[src/rtl/data_memory_arbiter.sv]
// rtl/data_memory_arbiter.sv - single-port data RAM arbiter: CPU priority, opportunistic DMA
// slots, and starvation-forced DMA windows that stall the pipeline.
module data_memory_arbiter #(
  parameter int ADDR_WIDTH = 10,
  parameter int DATA_WIDTH = 32,
  parameter int MAX_WAIT   = 8,
  parameter int BURST_MAX  = 4
) (
  input  logic                  clk,
  input  logic                  reset,
  input  logic                  cpu_mem_read,
  input  logic                  cpu_mem_write,
  input  logic [ADDR_WIDTH-1:0] cpu_addr,
  input  logic [DATA_WIDTH-1:0] cpu_wdata,
  output logic [DATA_WIDTH-1:0] cpu_rdata,
  output logic                  cpu_stall,
  input  logic                  dma_req,
  input  logic                  dma_we,
  input  logic [ADDR_WIDTH-1:0] dma_addr,
  input  logic [DATA_WIDTH-1:0] dma_wdata,
  output logic                  dma_ack,
  output logic [DATA_WIDTH-1:0] dma_rdata,
  output logic                  dma_granted,
  output logic [15:0]           starve_events,
  output logic [ADDR_WIDTH-1:0] ram_addr,
  output logic [DATA_WIDTH-1:0] ram_wdata,
  output logic                  ram_mem_write,
  output logic                  ram_mem_read,
  input  logic [DATA_WIDTH-1:0] ram_rdata
);

  typedef enum logic {S_CPU = 1'b0, S_DMA = 1'b1} state_t;

  localparam logic [7:0] WAIT_LAST  = 8'(MAX_WAIT - 1);
  localparam logic [7:0] BURST_LAST = 8'(BURST_MAX - 1);

  state_t     state;
  logic [7:0] wait_cnt;
  logic [7:0] burst_cnt;
  logic       cpu_busy;
  logic       cpu_sel;

  assign cpu_busy = cpu_mem_read | cpu_mem_write;
  assign cpu_sel  = (state == S_CPU) & cpu_busy;

  // Stall and grant come from the state register only, so the hazard unit sees no input path.
  assign cpu_stall   = (state == S_DMA);
  assign dma_granted = (state == S_DMA);
  assign dma_ack     = dma_req & ((state == S_DMA) | ~cpu_busy);

  assign cpu_rdata = ram_rdata;
  assign dma_rdata = ram_rdata;

  always_comb begin
    ram_addr      = '0;
    ram_wdata     = '0;
    ram_mem_write = 1'b0;
    ram_mem_read  = 1'b0;
    if (cpu_sel) begin
      ram_addr      = cpu_addr;
      ram_wdata     = cpu_wdata;
      ram_mem_write = cpu_mem_write;
      ram_mem_read  = cpu_mem_read;
    end else if (dma_ack) begin
      ram_addr      = dma_addr;
      ram_wdata     = dma_wdata;
      ram_mem_write = dma_we;
      ram_mem_read  = ~dma_we;
    end
  end

  always_ff @(posedge clk or posedge reset) begin
    if (reset) begin
      state         <= S_CPU;
      wait_cnt      <= '0;
      burst_cnt     <= '0;
      starve_events <= '0;
    end else begin
      case (state)
        S_CPU: begin
          if (dma_req && !dma_ack) begin
            if (wait_cnt == WAIT_LAST) begin
              state     <= S_DMA;
              wait_cnt  <= '0;
              burst_cnt <= '0;
              if (starve_events != 16'hFFFF) starve_events <= starve_events + 16'd1;
            end else begin
              wait_cnt <= wait_cnt + 8'd1;
            end
          end else begin
            wait_cnt <= '0;
          end
        end
        S_DMA: begin
          if (!dma_req || burst_cnt == BURST_LAST) begin
            state     <= S_CPU;
            burst_cnt <= '0;
          end else begin
            burst_cnt <= burst_cnt + 8'd1;
          end
        end
        default: state <= S_CPU;
      endcase
    end
  end

endmodule
[config.mk]
export PLATFORM = sky130hd
export DESIGN_NAME = data_memory_arbiter
export DESIGN_NICKNAME = d
export VERILOG_FILES = /design/src/rtl/data_memory_arbiter.sv
export SDC_FILE = /design/constraint.sdc
export NUM_CORES = 1
export LEC_CHECK = 0
export BUFFER_PORTS_ARGS = -buffer_cell sky130_fd_sc_hd__buf_4
export CELL_PAD_IN_SITES_DETAIL_PLACEMENT = 1
export CELL_PAD_IN_SITES_GLOBAL_PLACEMENT = 1
export CORE_ASPECT_RATIO = 2
export CORE_UTILIZATION = 22
export DETAILED_ROUTE_END_ITERATION = 10
export GPL_ROUTABILITY_DRIVEN = 0
export PLACE_DENSITY = 0.85
export SLEW_MARGIN = 20
export SYNTH_ARGS = -nofsm -noshare
export SYNTH_HDL_FRONTEND = slang
export SYNTH_SLANG_ARGS = --single-unit
export TNS_END_PERCENT = 5
[constraint.sdc]
create_clock -name clk -period 1.85 [get_ports clk]
set_input_delay 0.37 -clock clk [delete_from_list [all_inputs] [get_ports clk]]
set_output_delay 0.37 -clock clk [all_outputs]
set_load 0.01 [all_outputs]
==> impl_results.md <==
- Crit-path max cell delay: 0.37 ns
- Power density cells: 519.1 nW/µm²
- CP Cell Sequence: o21ba_4 -> buf_12 -> buf_8 -> nand2_1 -> o21ai_1 -> buf_4
- Ant. Diodes: 0
- Clk slew on worst S/H paths: 0.06 ns
- # DRC: 0
- HPWL Detailed: 10.56 mm
- WL/cell: 21.36 µm
- 1st-iter DRT viols: 89
- Warnings, synthesis: 0
- ANT nets after route: 0
- Via Count: 3150
- Final core occ: 0.3468
- I/O Buffers: 152
- Worst Tran Pin Value: 0.4544 ns
- Met2 routed WL: 6.853 mm
- Area Overhead vs Synth: 53.11%
- Vias per cell: 4.922
- Clk Latency, worst-skew pair: 0.28 ns
- First-pass GRT wire length: 17.50 mm
- Gate Count Post-Synth: 380
- Total Die Area: 13490 µm²
- R2r startpoint: burst_cnt[0]
- Post-Route WL: 13.67 mm
- Setup crit start kind: flip-flop
- Post-synth ARST share: 1.000
- Status: complete, but fails checks
- Congestion Overflow GR: 0
- Reg-to-Reg End: burst_cnt[6]
- Sw frac: 0.2974
- Top FF cell, synth: dfrtp_1
- Register share of total power: 0.339
- Crit Path Max Fanout: 7
- Post-synthesis sequential area ratio: 0.2887
- Clk network pwr share: 0.357
- Total CTS buffers: 5
- Fin. Hold Viols: 0
- Area after DPL: 3829 µm²
- Worst R2R Path Depth: 5
- Largest net degree at the start of global routing: 34
- Setup slack, reg-to-reg: 0.02 ns
- Max Clock Freq: 519.0 MHz
- Final net count: 614
- Drt pass-1 iters: 4
- H-Tree Level Count: 2
- Pint: 1597 µW
- Final worst slack: -0.07665 ns
- Element type at the critical path end: output port
- RSZ-0062 raised after global routing: yes
- Deepest clock path buffer count: 2
- Die Span Y: 163.3 µm
- Final worst path period need: 1.927 ns
- Max Cap Viol: 0
- Row Count: 58
- CTS tree: built
- Filler cells: 1520
- Met3 WL: 2.054 mm
- Post-route design area: 4379 µm²
- Post-synth EDFFs: 0
- Yosys reg bits: 33
- Vias in the first global route: 3157
- GRT Total Usage: 0.1829
- Post-Synthesis Cell Area: 2860 µm²
- Slowest CP cell: dfrtp_1
- Hold Path Class: primary input to asynchronous set/reset pin
- Rel. slew slack: 0.6971
- Setup CP Type: flip-flop to output port
- Final setup fails: 34
- Starting Density: 0.2265
- Combinational fraction of design power: 0.304
- Tcrit/Tclk final: 1.041
- Mapped Nets: 505
- Ports: 249
- Core area: 12630 µm²
- Share of layout cells above drive strength 1: 0.5408
- CTS sink cnt: 33
- Fin. max-slew vios: 0
- CTS Hold Bufs: 0
- Met1 Wirelength: 4.073 mm
- Worst Clk Skew: 0.002939 ns
- Syn avg cell area: 7.527 µm²
- P_sw: 676.0 µW
- Root Driver: clkbuf_16
- Initial antenna violation count: 0
- VDD IR max: 0.3145 mV
- Leak: 0.002192 µW
- Max layer used: met4
- CP Data Required Time: 1.48 ns
- Die Width: 82.63 µm
- Failing checks: negative setup slack
- CP Data Arrival Time: 1.56 ns
- Synth cell types: 42
## cell usage in the layout (no fill, tap or decap), types with 2 or more instances in the layout
cell type,synthesis,final
a211o_1,2,2
a21oi_1,4,4
a22o_1,2,2
and2_1,3,3
and3_1,6,6
and3b_1,2,2
and4_1,2,2
buf_12,0,4
buf_4,66,164
buf_6,1,11
clkbuf_16,0,8
clkinv_2,0,2
dfrtp_1,33,33
ha_1,3,2
inv_1,6,6
mux2_1,2,2
nand2_1,105,85
nand2_2,0,19
nand2b_1,2,2
nand3_1,10,10
nand4_4,2,2
nor2_1,10,8
nor2_2,1,3
nor2b_1,4,4
nor3_1,3,3
nor3_2,5,5
o21ai_0,58,17
o21ai_1,0,11
o21ai_2,0,30
o31ai_1,5,5
o41ai_1,2,2
xnor2_1,8,8
xor2_1,5,5
## critical path: cells and delay by family, from the launching register on
family                 cells  cell delay, ns
AOI/OAI and AO/OA          2            0.40
buffers and inverters      3            0.46
DFF                        1            0.37
and+or+nand+nor            1            0.06
## power by group through the flow
stage / clock [µW] / sequential [µW] / combinational [µW]
6_report: 811 / 771 / 692
5_1_grt: 857 / 773 / 745
4_1_cts: 837 / 768 / 607
3_5_place_dp: 0 / 781 / 564
3_3_place_gp: 0 / 778 / 553
2_1_floorplan: 0 / 774 / 344
## cell families after synthesis
group	synth area share
AO/OA/AOI/OAI	0.1623
multiplexers	0.01312
flip-flops	0.2887
buffers and inverters	0.2069
adder cells (fa/ha/maj)	0.01312
AND/OR/NAND/NOR	0.2760
XOR/XNOR	0.03981
## stage by stage
stage	setup WS (ns)	total power [µW]	hold slack [ns]	TNS, ns	cells
global route	-0.1111	2375	0.2717	-3.027	640
CTS	-0.09746	2212	0.2581	-2.156	633
finish	-0.07665	2273	0.2134	-1.251	640
floorplan	0.01010	1118	0.4486	0	380
detailed placement	-0.2047	1345	0.4912	-1.496	624
global placement	-0.1765	1331	0.4602	-1.126	624
## metal layers
metal  track usage  up-vias
met2        0.3212      158
met4        0.1027        0
met5             0        -
li1              -     1423
met3        0.1000       70
met1        0.1576     1499
## synthesized netlist by cell type, drive strengths merged (4+ instances only)
library cell  number  share of area
nand2            105           0.14
buf               69           0.18
o21ai             58           0.10
dfrtp             33           0.29
clkbuf            13          0.017
nand3             11          0.021
nor2              11          0.015
nor3               8          0.023
xnor2              8          0.024
inv                7         0.0092
and3               6          0.013
o31ai              5          0.013
xor2               5          0.015
a21oi              4         0.0070
nor2b              4         0.0087
## flip-flops by register name, indices dropped and copies added, names as in the netlist
register       flops
burst_cnt          8
cpu_stall          1
starve_events     16
wait_cnt           8
## how the worst max path moves through the flow
stage,start,end,slack [ns],cells past startpoint
2_1_floorplan,cpu_stall,ram_addr[0],0.01,6
3_3_place_gp,cpu_mem_write,ram_wdata[12],-0.18,5
3_5_place_dp,cpu_mem_write,ram_wdata[12],-0.20,5
4_1_cts,cpu_stall,ram_wdata[29],-0.1,5
5_1_grt,cpu_stall,ram_wdata[20],-0.11,6
6_report,cpu_stall,ram_wdata[21],-0.08,6
## timing repair
item	in CTS	in global routing
setup endpoints to repair	46	53
setup buffers	0	3
pin swaps	0	9
gates cloned	1	4
resized for setup	38	77
## final cells by class
type                    count  area (µm²)  share of cell area
clock buffers               5       125.1             0.02857
clock inverters             3       17.52            0.004000
inverters                   7       26.28            0.006000
multi-input cells         258        1644              0.3754
flip-flops and latches     33       825.8              0.1886
well taps                 150       187.7             0.04286
repair buffers            184        1553              0.3546
Note: power is estimated with default switching activity, not from simulation.
